## src/rtl/gpio_port.sv

```systemverilog
// gpio_port: memory-mapped GPIO block with output, direction, input,
// interrupt-enable and W1C interrupt-pending registers. Pin inputs are
// brought into the clock domain through a two-flop synchronizer, and every
// synchronized rising edge latches a pending bit.
module gpio_port #(
  parameter int WIDTH  = 32,
  parameter int N_GPIO = 8
) (
  input  logic              clk,
  input  logic              rst,
  input  logic [WIDTH-1:0]  addr,
  input  logic [WIDTH-1:0]  wdata,
  input  logic              we_gpio,
  output logic [WIDTH-1:0]  rdata_gpio,
  input  logic [N_GPIO-1:0] gpio_in,
  output logic [N_GPIO-1:0] gpio_out,
  output logic [N_GPIO-1:0] gpio_oe,
  output logic              irq
);

  // Register map, decoded from the word offset addr[4:2].
  typedef enum logic [2:0] {
    REG_OUT = 3'd0,
    REG_DIR = 3'd1,
    REG_IN  = 3'd2,
    REG_IE  = 3'd3,
    REG_IP  = 3'd4
  } reg_sel_e;

  logic [N_GPIO-1:0] r_out;
  logic [N_GPIO-1:0] r_dir;
  logic [N_GPIO-1:0] r_ie;
  logic [N_GPIO-1:0] r_ip;
  logic [N_GPIO-1:0] r_sync1;
  logic [N_GPIO-1:0] r_sync2;
  logic [N_GPIO-1:0] r_prev;
  logic [WIDTH-1:0]  r_rdata;

  logic [2:0]        w_sel;
  logic [N_GPIO-1:0] w_wdata;
  logic              w_we_out;
  logic              w_we_dir;
  logic              w_we_ie;
  logic              w_we_ip;
  logic [N_GPIO-1:0] w_ip_clr;
  logic [N_GPIO-1:0] w_rise;
  logic [WIDTH-1:0]  w_rd_val;
  logic              w_unused_bits;

  assign w_sel   = addr[4:2];
  assign w_wdata = wdata[N_GPIO-1:0];

  // Only the word offset is decoded; the rest of addr and the upper wdata
  // bits are intentionally ignored. Folding them here keeps lint quiet.
  assign w_unused_bits = ^{addr[WIDTH-1:5], addr[1:0], wdata};

  // Per-register write strobes. IN and the unmapped codes 5-7 get none.
  assign w_we_out = we_gpio && (w_sel == REG_OUT);
  assign w_we_dir = we_gpio && (w_sel == REG_DIR);
  assign w_we_ie  = we_gpio && (w_sel == REG_IE);
  assign w_we_ip  = we_gpio && (w_sel == REG_IP);

  // Bits to clear in IP: only the ones written as 1 during an IP write.
  assign w_ip_clr = w_we_ip ? w_wdata : '0;

  // Synchronized rising edge: high now, low one cycle ago.
  assign w_rise = r_sync2 & ~r_prev;

  // Two-flop synchronizer plus edge-history flop for the pin inputs.
  always_ff @(posedge clk) begin
    // NOTE: sequential state uses non-blocking assignments so every flop in
    // the chain samples its pre-edge source value; blocking here would
    // collapse the synchronizer into a single stage.
    if (rst) begin
      r_sync1 <= '0;
      r_sync2 <= '0;
      r_prev  <= '0;
    end else begin
      r_sync1 <= gpio_in;
      r_sync2 <= r_sync1;
      r_prev  <= r_sync2;
    end
  end

  // Software-written control registers: OUT, DIR, IE.
  always_ff @(posedge clk) begin
    if (rst) begin
      r_out <= '0;
      r_dir <= '0;
      r_ie  <= '0;
    end else begin
      if (w_we_out) r_out <= w_wdata;
      if (w_we_dir) r_dir <= w_wdata;
      if (w_we_ie)  r_ie  <= w_wdata;
    end
  end

  // Interrupt-pending: W1C clear first, then OR in new edges so a set in
  // the same cycle as a clear on that bit leaves it pending.
  always_ff @(posedge clk) begin
    if (rst) begin
      r_ip <= '0;
    end else begin
      r_ip <= (r_ip & ~w_ip_clr) | w_rise;
    end
  end

  // Read mux over current register contents (pre-write values); bits above
  // N_GPIO and unmapped offsets read as zero.
  always_comb begin
    // NOTE: default assigned first so every path drives w_rd_val and no
    // latch is inferred for the unmapped offsets or the upper bits.
    w_rd_val = '0;
    case (w_sel)
      REG_OUT: w_rd_val[N_GPIO-1:0] = r_out;
      REG_DIR: w_rd_val[N_GPIO-1:0] = r_dir;
      REG_IN:  w_rd_val[N_GPIO-1:0] = r_sync2;
      REG_IE:  w_rd_val[N_GPIO-1:0] = r_ie;
      REG_IP:  w_rd_val[N_GPIO-1:0] = r_ip;
      default: w_rd_val = '0;
    endcase
  end

  // Read data is registered every cycle, giving a fixed one-cycle latency.
  always_ff @(posedge clk) begin
    if (rst) begin
      r_rdata <= '0;
    end else begin
      r_rdata <= w_rd_val;
    end
  end

  assign rdata_gpio = r_rdata;
  assign gpio_out   = r_out;
  assign gpio_oe    = r_dir;
  assign irq        = |(r_ip & r_ie);

endmodule
```

## config.mk

```make
export PLATFORM = sky130hd
export DESIGN_NAME = gpio_port
export DESIGN_NICKNAME = d
export VERILOG_FILES = /design/src/rtl/gpio_port.sv
export SDC_FILE = /design/constraint.sdc
export NUM_CORES = 1
export LEC_CHECK = 0
export CAP_MARGIN = 20
export CORE_MARGIN = 10
export CORE_UTILIZATION = 35
export DETAILED_ROUTE_END_ITERATION = 12
export PLACE_DENSITY = 0.77
export REMOVE_ABC_BUFFERS = 1
export SETUP_SLACK_MARGIN = 0.05
export SLEW_MARGIN = 0
export SYNTH_ARGS = -nofsm -noshare
export SYNTH_HDL_FRONTEND = slang
export SYNTH_SLANG_ARGS = --single-unit
```

## constraint.sdc

```tcl
create_clock -name clk -period 2.7 [get_ports clk]
set_input_delay 0.405 -clock clk [delete_from_list [all_inputs] [get_ports clk]]
set_output_delay 0.405 -clock clk [all_outputs]
set_load 0.01 [all_outputs]
```

==> flow_metrics.py <==
metrics = {
    "place": {
        "dpl.hpwl_um": 4700,
        "post-place-ws_ns": 0.524,
        "place_congestion": 0.885,
        "placement.io_buffers": 46,
        "dpl_cell_area_um2": 3100,
    },
    "final_layout": {
        "antennaDiodeCount": 0,
        "drive_above_1_share": 0.114,
        "area_delta_synth_final_pct": 26.9,
        "design_area_um2": 3350,
        "fin_nets": 420,
    },
    "clocking": {
        "clk_latency_ns": 0.34,
        "cts_setup_buffers": 0,
        "cts_root_buf": "clkbuf_8",
        "numClockSinks": 64,
        "cts.clk_slew.worst_paths_ns": 0.07,
        "cts_buffers": 9,
        "cts_buffer_depth": 2,
        "cts_hold_buf": 0,
        "cts.htree.levels": 3,
        "cts_tree": "done",
        "cts_resized": 0,
    },
    "floorplanning": {
        "num_rows": 31,
        "die_area_um2": 11400,
        "start_util": 0.362,
        "die_h_um": 107,
        "num_io_pins": 124,
        "die_w_um": 107,
        "core_area_um2": 7290,
    },
    "global_routing": {
        "track_usage": 0.118,
        "grt_antenna_before_repair": 0,
        "grt_max_degree": 31,
        "globalRouteOverflowTotal": 0,
        "grt_pass1_wl_um": 10600,
        "grt_pass1_vias": 2075,
    },
    "setup_path": {
        "cp-end-kind": "output pin",
        "cp_max_fo": 3,
        "crit_path_cell_trace": "a22oi_1, nand4_1, clkdlybuf4s50_1",
        "worst_ep_arrival_time_ns": 1.59,
        "start_kind": "register",
        "worst-endpoint-required_ns": 2.30,
        "slowest_stage": "clkdlybuf4s50_1",
        "crit_path_max_incr_delay_ns": 0.51,
        "critical_path_class": "reg2out",
    },
    "synthesis": {
        "synth-seq-cells": 64,
        "synth_area_per_cell_um2": 8.94,
        "ys.warnings.count": 0,
        "synth_area_um2": 2640,
        "ys_seq_area_frac": 0.486,
        "synth_cells": 295,
        "synth_cell_type_count": 29,
    },
    "route": {
        "viasPerCell": 4.68,
        "routed.top_layer": "met4",
        "drc": 0,
        "ant_nets": 0,
        "vias": 2101,
        "routed_wl_um": 6670,
        "drtIter0Drc": 130,
        "met3_length_um": 625,
        "routed-wl-met2_um": 3050,
        "post_drt_wl_per_cell_um": 14.8,
        "dr.pass1.iters": 5,
        "drt-met1-wl_um": 2830,
    },
    "power": {
        "swShare": 0.230,
        "power.switching_mw": 0.498,
        "p_comb_frac": 0.083,
        "p_leak_nw": 1.24,
        "p_clk_frac": 0.460,
        "power_frac_seq": 0.457,
        "p_per_area_nw_per_um2": 647,
        "p_int_mw": 1.67,
        "vdd_drop_max_v": 0.000329,
        "power_mw": 2.17,
    },
    "timing": {
        "slew_headroom": 0.629,
        "fin_setup_tns_ns": 0,
        "fin_crit_sh": 0.739,
        "rsz0062_at_grt": "no",
        "finClkSkew_ns": 0.00504,
        "setup_violations": 0,
        "clock.fmax_mhz": 501,
        "setup_slack_ns": 0.706,
        "period_needed_ns": 1.99,
        "slew_viol_final": 0,
        "final_hold_viol_count": 0,
        "tightest_slew_ns": 0.556,
    },
    "outcome": {
        "status": "complete, no violations",
    },
    "job": {
        "cap_violations": 0,
    },
    "hold_path": {
        "worstHoldPathType": "reg2reg",
    },
}
## metrics by stage
stage	hold slack, ns	util	cells
after floorplan	0.414	-	277
after global placement	0.417	0.426	433
after detailed placement	0.422	0.426	433
after CTS	0.439	0.459	449
after global routing	0.458	0.459	449
final	0.437	0.459	449
## power groups by stage
stage / logic, mW / clock network [mW] / registers, mW
final: 0.180 / 0.997 / 0.991
after global routing: 0.197 / 1.06 / 0.994
after CTS: 0.178 / 1.01 / 0.991
after detailed placement: 0.177 / 0 / 1.01
after global placement: 0.174 / 0 / 1.01
after floorplan: 0.0749 / 0 / 1.01
## worst max-delay path, delay by kind of cell, from the launching register on
kind	cells	cell delay, ns
and+or+nand+nor	1	0.16
AOI/OAI and AO/OA	1	0.25
buffers and inverters	1	0.51
DFF	1	0.34
## cell usage after synthesis
| library cell | n | area (um2) |
|---|---|---|
| nor4bb_1 | 1 | 10.0 |
| a31oi_1 | 1 | 6.26 |
| nor2_4 | 1 | 11.3 |
| mux2_2 | 5 | 56.3 |
| dfxtp_1 | 64 | 1280 |
| conb_1 | 1 | 3.75 |
| and3b_1 | 1 | 8.76 |
| a22oi_1 | 15 | 113 |
| a21oi_1 | 33 | 165 |
| clkbuf_1 | 7 | 26.3 |
| o22a_1 | 7 | 61.3 |
| and3_1 | 1 | 6.26 |
| mux2_4 | 3 | 45.0 |
| buf_4 | 25 | 188 |
| nand3_1 | 3 | 15.0 |
| buf_6 | 2 | 22.5 |
| o21ai_1 | 1 | 5.00 |
| nor2_1 | 16 | 60.1 |
| nand2b_1 | 1 | 6.26 |
| buf_2 | 6 | 30.0 |
| nand4_1 | 1 | 6.26 |
| nand3b_1 | 1 | 7.51 |
| nor2b_1 | 35 | 219 |
| a22oi_2 | 3 | 37.5 |
| nand2_1 | 57 | 214 |
| o21a_1 | 1 | 7.51 |
| inv_1 | 1 | 3.75 |
| and2_1 | 1 | 6.26 |
| buf_8 | 1 | 15.0 |
## final timing paths
check                                 from             to  slack (ns)  cells after the start
worst min register to register  r_sync1[1]     r_sync2[1]        0.44                      1
worst max-delay path               r_ip[2]            irq        0.71                      3
worst min-delay path            r_sync1[1]     r_sync2[1]        0.44                      1
worst max register to register     r_ie[7]  rdata_gpio[7]        1.62                      4
## cells in the final DEF, fill, tap and decap left out, drive strengths merged
cell / synthesis / layout
clkdlybuf4s50: 0 / 45
and3b: 1 / 1
clkbuf: 7 / 9
and2: 1 / 1
nor2: 17 / 17
nor2b: 35 / 35
inv: 1 / 1
and3: 1 / 1
nand4: 1 / 1
nand2b: 1 / 1
nand2: 57 / 57
nor4bb: 1 / 1
a21oi: 33 / 33
a31oi: 1 / 1
o22a: 7 / 7
bufinv: 0 / 3
a22oi: 18 / 18
o21ai: 1 / 1
clkinvlp: 0 / 1
o21a: 1 / 1
buf: 34 / 12
nand3: 3 / 3
clkinv: 0 / 3
dfxtp: 64 / 64
nand3b: 1 / 1
conb: 1 / 24
mux2: 8 / 8
## flip-flops by register name (all words and copies together), names as in the netlist
name        count
r_sync2         8
gpio_oe         8
r_prev          8
rdata_gpio      8
r_ie            8
r_ip            8
r_sync1         8
gpio_out        8
## cell families (layout without fill, tap and decap cells)
logic type,after synthesis,after routing,synth area share
mux,8,8,0.0384
buf+inv,42,74,0.108
flops,64,64,0.486
simple gates,119,119,0.216
compound gates,61,61,0.150
other cells,1,24,0.00142
## per-layer routing
layer | track usage | vias up
met5 | 0 | -
met4 | 0.0687 | 0
met3 | 0.0455 | 16
met2 | 0.177 | 98
met1 | 0.140 | 955
li1 | - | 1032
## area by class of cell
class,count,area (um2)
Clock buffer,9,124
Sequential cell,64,1280
Tap cell,99,124
Inverter,1,3.75
Multi-Input combinational cell,212,1160
Timing Repair Buffer,57,538
Fill cell,724,3940
Clock inverter,7,120
No activity file was read; power rests on OpenSTA's default activity.
